===== src/rtl/mem_port_arbiter.sv =====
// Arbitrates one single-port synchronous RAM between the instruction-fetch and data ports.
// Data wins by default; a starvation counter hands instruction fetch one overriding grant.
module mem_port_arbiter #(
  parameter int unsigned RAM_AW     = 10,
  parameter int unsigned STARVE_MAX = 4
) (
  input  logic              clk,
  input  logic              rst,
  input  logic              inst_req_i,
  input  logic [31:0]       inst_addr_i,
  output logic              inst_gnt_o,
  output logic              inst_rvalid_o,
  output logic [31:0]       inst_rdata_o,
  input  logic              data_req_i,
  input  logic              data_we_i,
  input  logic [3:0]        data_sel_i,
  input  logic [31:0]       data_addr_i,
  input  logic [31:0]       data_wdata_i,
  output logic              data_gnt_o,
  output logic              data_rvalid_o,
  output logic [31:0]       data_rdata_o,
  output logic              ram_en_o,
  output logic [3:0]        ram_we_o,
  output logic [RAM_AW-1:0] ram_addr_o,
  output logic [31:0]       ram_wdata_o,
  input  logic [31:0]       ram_rdata_i,
  output logic              stall_req_o
);

  localparam int unsigned CNT_W = $clog2(STARVE_MAX + 1);

  typedef enum logic [1:0] {
    IDLE    = 2'd0,
    RD_INST = 2'd1,
    RD_DATA = 2'd2
  } state_t;

  state_t           state;
  state_t           state_nxt;
  logic [CNT_W-1:0] starve_cnt;
  logic             starve_hit;
  logic [31:0]      inst_hold;
  logic [31:0]      data_hold;

  // Byte-offset and above-RAM address bits are intentionally ignored.
  logic unused_addr_bits;
  assign unused_addr_bits = ^{inst_addr_i[31:RAM_AW+2], inst_addr_i[1:0],
                              data_addr_i[31:RAM_AW+2], data_addr_i[1:0]};

  assign starve_hit  = (starve_cnt == CNT_W'(STARVE_MAX));
  assign ram_wdata_o = data_wdata_i;

  always_ff @(posedge clk or negedge rst) begin
    if (!rst) state <= IDLE;
    else      state <= state_nxt;
  end

  // Grant, RAM drive, response and next outstanding-read state; everything quiet in reset.
  always_comb begin
    state_nxt     = IDLE;
    inst_gnt_o    = 1'b0;
    data_gnt_o    = 1'b0;
    inst_rvalid_o = 1'b0;
    data_rvalid_o = 1'b0;
    ram_we_o      = 4'b0000;
    ram_addr_o    = inst_addr_i[RAM_AW+1:2];
    stall_req_o   = 1'b0;
    if (rst) begin
      if (data_req_i && !(inst_req_i && starve_hit)) begin
        data_gnt_o = 1'b1;
        ram_addr_o = data_addr_i[RAM_AW+1:2];
        if (data_we_i) ram_we_o  = data_sel_i;
        else           state_nxt = RD_DATA;
      end else if (inst_req_i) begin
        inst_gnt_o = 1'b1;
        state_nxt  = RD_INST;
      end
      inst_rvalid_o = (state == RD_INST);
      data_rvalid_o = (state == RD_DATA);
      stall_req_o   = (inst_req_i && !inst_gnt_o) || (data_req_i && !data_gnt_o);
    end
    ram_en_o     = inst_gnt_o || data_gnt_o;
    inst_rdata_o = (state == RD_INST) ? ram_rdata_i : inst_hold;
    data_rdata_o = (state == RD_DATA) ? ram_rdata_i : data_hold;
  end

  // Counts consecutive denied fetch cycles; any fetch grant or dropped request clears it.
  always_ff @(posedge clk or negedge rst) begin
    if (!rst) begin
      starve_cnt <= '0;
    end else if (inst_req_i && !inst_gnt_o) begin
      if (!starve_hit) starve_cnt <= starve_cnt + CNT_W'(1);
    end else begin
      starve_cnt <= '0;
    end
  end

  always_ff @(posedge clk or negedge rst) begin
    if (!rst) begin
      inst_hold <= '0;
      data_hold <= '0;
    end else begin
      if (state == RD_INST) inst_hold <= ram_rdata_i;
      if (state == RD_DATA) data_hold <= ram_rdata_i;
    end
  end

endmodule


===== config.mk =====
export PLATFORM = sky130hd
export DESIGN_NAME = mem_port_arbiter
export DESIGN_NICKNAME = d
export VERILOG_FILES = /design/src/rtl/mem_port_arbiter.sv
export SDC_FILE = /design/constraint.sdc
export NUM_CORES = 1
export LEC_CHECK = 0
export ABC_CLOCK_PERIOD_IN_PS = 2660
export BUFFER_PORTS_ARGS = -buffer_cell sky130_fd_sc_hd__buf_4
export CAP_MARGIN = 20
export CORE_AREA = 2 2 97 99
export CTS_BUF_LIST = sky130_fd_sc_hd__clkbuf_4 sky130_fd_sc_hd__clkbuf_8 sky130_fd_sc_hd__clkbuf_16
export DETAILED_ROUTE_END_ITERATION = 8
export DIE_AREA = 0 0 99 101
export GPL_TIMING_DRIVEN = 0
export PLACE_DENSITY = 0.76
export SLEW_MARGIN = 20
export SYNTH_ARGS = -nofsm -noshare
export SYNTH_HDL_FRONTEND = slang
export SYNTH_SLANG_ARGS = --single-unit

===== constraint.sdc =====
create_clock -name clk -period 2.66 [get_ports clk]
set_input_delay 0.532 -clock clk [delete_from_list [all_inputs] [get_ports clk]]
set_output_delay 0.532 -clock clk [all_outputs]
set_load 0.01 [all_outputs]

==> run_results.csv <==
group,metric,value,unit
critical_path,worstReg2RegEnd,"starve_cnt[0]",
finish,post-route-cell-area,5030,um2
critical_path,start_kind,"input pin",
sta,finalSetupTns,0,ns
route,avg_wl_per_cell,14.7,um
finish,final_cells,520,
critical_path,worst-path-max-fanout,76,
placement,weighted_congestion_at_the_end_of_routability_driven_global_placement,0.749,
clock_network,postCtsSetupBuffers,0,
global_route,grt_max_degree,77,
clock_network,cts-buffers-inserted,9,
pwr,leakagePower,2.67,nW
sta,period_minus_slack,2.45,ns
floorplanning,die_x,99,um
finish,nNetsFinal,543,
critical_path,ff2ff_path_depth,5,
pwr,worst_supply_voltage_drop_on_vdd,326,uV
run,maxCapViolCount,0,
sta,hold_slack,0.197,ns
global_route,grt_pass1_vias,2415,
synth,number_of_cells_produced_by_synthesis,218,
critical_path,worst_ep_required_time,2.13,ns
critical_path,rrSetupSlack,1.28,ns
route,postRouteWirelength,7.65,mm
sta,setup_slack_of_the_critical_path_after_layout,0.210,ns
route,via_count,2352,
finish,post-route-util,56.0,%
clock_network,clock_sinks,69,
synth,synthesis.nets,357,
synth,count_of_state_elements_after_synthesis,69,
route,remaining_antenna_violation_count,0,
synth,syn_area_per_cell,15.3,um2
sta,final_min_period_over_clock_period,92.1,%
global_route,globalRouteOverflowTotal,0,
finish,antenna_cells,0,
synth,post_synth_main_area_contributors,"sky130_fd_sc_hd__dfrtp_1, sky130_fd_sc_hd__mux2_4, sky130_fd_sc_hd__buf_4",
finish,drive_above_1_share,73.6,%
sta,grt_setup_unrepaired,"no",
route,detailedRoute.firstPassIterationCount,4,
route,detail_route.iter0.violations,20,
synth,yosysWarningCount,0,
clock_network,clock_latency,0.34,ns
pwr,powerDensity,684,nW/um2
hold_path,worstHoldPathType,"in2async",
status,run_status,"finished, final reports clean",
critical_path,critical_path.endpoint_type,"primary output",
global_route,grt_antenna_before_repair,0,
synth,synth_edf_count,0,
synth,netlist.top_cell.by_area,"sky130_fd_sc_hd__dfrtp_1",
synth,yosysUniqueCellTypes,23,
route,vias_per_cell,4.52,
clock_network,h-tree-depth,3,
sta,slew_headroom,57.2,%
clock_network,ctsRootBufferMaster,"sky130_fd_sc_hd__clkbuf_8",
critical_path,worst_ep_arrival_time,1.92,ns
pwr,p_total,3.44,mW
sta,setup_violations,0,
synth,yosysTopAreaCellShare,51.9,%
finish,syn2layout_area_growth,51.1,%
critical_path,path_class,"in2out",
floorplanning,die_height,101,um
sta,clock_skew,0.00865,ns
critical_path,worst_r2r_startpoint,"starve_cnt[0]",
floorplanning,num_rows,35,
sta,peak_freq,408,MHz
clock_network,max-clock-path-buffers,2,
placement,place_area,4780,um2
global_route,first_pass_grt_wire_length,12.0,mm
sta,total_count_of_hold_check_failures_in_the_final_report,0,
clock_network,cts_tree,"yes",
floorplanning,die_area,10000,um2
clock_network,worst_setup_hold_path_clk_slew,0.08,ns
floorplanning,floorplan_core_area,8980,um2
placement,dpl.cell_count,504,
synth,synth_flop_cell,"sky130_fd_sc_hd__dfrtp_1",
sta,worstMarginPinSlew,0.643,ns
synth,synthesis.area,3330,um2
sta,final-max-slew-violation-count,0,
placement,dpl.hpwl,5.82,mm
placement,port_bufs,175,
synth,synthArstFlopShare,100,%
floorplanning,initial_utilization,37.1,%
global_route,globalRouteTotalUtil,15.2,%
floorplanning,ios,253,
route,post-route-drc-count,0,
synth,synth_seq_area_share,51.9,%
placement,detailedPlace.worstSlack,-0.0753,ns
==> routing by layer <==
metal,vias up,GRT usage (%),routed length [um]
met5,-,0,0
met4,0,5.37,79
met3,8,5.06,621
met2,116,24.5,3850
met1,1147,19.1,3090
li1,1081,-,-
==> cell usage after synthesis (2+ instances only) <==
master / n
sky130_fd_sc_hd__dfrtp_1: 69
sky130_fd_sc_hd__and2_1: 2
sky130_fd_sc_hd__mux2_1: 9
sky130_fd_sc_hd__nand3_2: 2
sky130_fd_sc_hd__mux2_2: 8
sky130_fd_sc_hd__buf_6: 8
sky130_fd_sc_hd__ha_1: 2
sky130_fd_sc_hd__nor2_1: 4
sky130_fd_sc_hd__mux2_4: 58
sky130_fd_sc_hd__buf_2: 2
sky130_fd_sc_hd__nor2b_1: 2
sky130_fd_sc_hd__and3_1: 5
sky130_fd_sc_hd__nand2_1: 2
sky130_fd_sc_hd__inv_1: 4
sky130_fd_sc_hd__o21ai_0: 2
sky130_fd_sc_hd__buf_4: 32
==> critical path, stage by stage <==
cell and delay, ns:
sky130_fd_sc_hd__buf_6 0.49, sky130_fd_sc_hd__nand3_2 0.19, sky130_fd_sc_hd__buf_6 0.22, sky130_fd_sc_hd__mux2_4 0.31, sky130_fd_sc_hd__buf_4 0.14
==> cell type report <==
class	instances	area [um2]
plain buffers	42	340
clock buffers	9	124
clock inverters	7	121
fillers	729	3950
inverters	4	15.0
multi-input cells	103	1240
flip-flops and latches	69	1730
well taps	111	139
repair buffers	175	1320
==> flip-flops by register name (all words and copies together), names as in the netlist <==
register	cells
data_hold	32
state	2
starve_cnt	3
inst_hold	32
==> what timing repair did <==
item / CTS / global route
endpoints found under the setup margin: 9 / 0
endpoints found under the hold margin: 0 / 0
gates resized for setup: 1 / 0
hold buffers: 0 / 0
==> cell usage in the layout, fill, tap and decap left out, types with 2 or more instances in the layout <==
master                      instances
sky130_fd_sc_hd__and2_1             2
sky130_fd_sc_hd__and3_1             5
sky130_fd_sc_hd__buf_2              2
sky130_fd_sc_hd__buf_4            206
sky130_fd_sc_hd__buf_6              9
sky130_fd_sc_hd__bufinv_16          3
sky130_fd_sc_hd__clkbuf_8           9
sky130_fd_sc_hd__dfrtp_1           69
sky130_fd_sc_hd__ha_1               2
sky130_fd_sc_hd__inv_1              4
sky130_fd_sc_hd__inv_6              2
sky130_fd_sc_hd__mux2_1             9
sky130_fd_sc_hd__mux2_2             8
sky130_fd_sc_hd__mux2_4            58
sky130_fd_sc_hd__nand2_1            2
sky130_fd_sc_hd__nand3_2            2
sky130_fd_sc_hd__nor2_1             4
sky130_fd_sc_hd__nor2b_1            2
sky130_fd_sc_hd__o21ai_0            2
==> logic make-up after synthesis <==
family / Yosys count / synth area share, %
and+or+nand+nor: 21 / 3.76
muxes: 75 / 31.9
AOI/OAI and AO/OA: 5 / 0.978
DFF: 69 / 51.9
adders and majority gates: 2 / 0.752
buffers and inverters: 46 / 10.7
==> power breakdown <==
part           switching [mW]  internal [mW]
registers              0.0609           1.25
logic                   0.428          0.660
clock network           0.410          0.629
total                   0.899           2.54
==> how the worst max path moves through the flow <==
stage / start / endpoint / slack [ns] / cells past startpoint
finish: rst / ram_addr_o[1] / 0.21 / 5
global route: rst / ram_addr_o[2] / 0.05 / 5
CTS: rst / ram_addr_o[1] / 0.16 / 5
detailed placement: rst / ram_addr_o[1] / -0.08 / 5
global placement: rst / ram_addr_o[0] / -0.04 / 5
floorplan: starve_cnt[0] / ram_addr_o[0] / 0.83 / 6
Note: power is estimated with default switching activity, not from simulation.
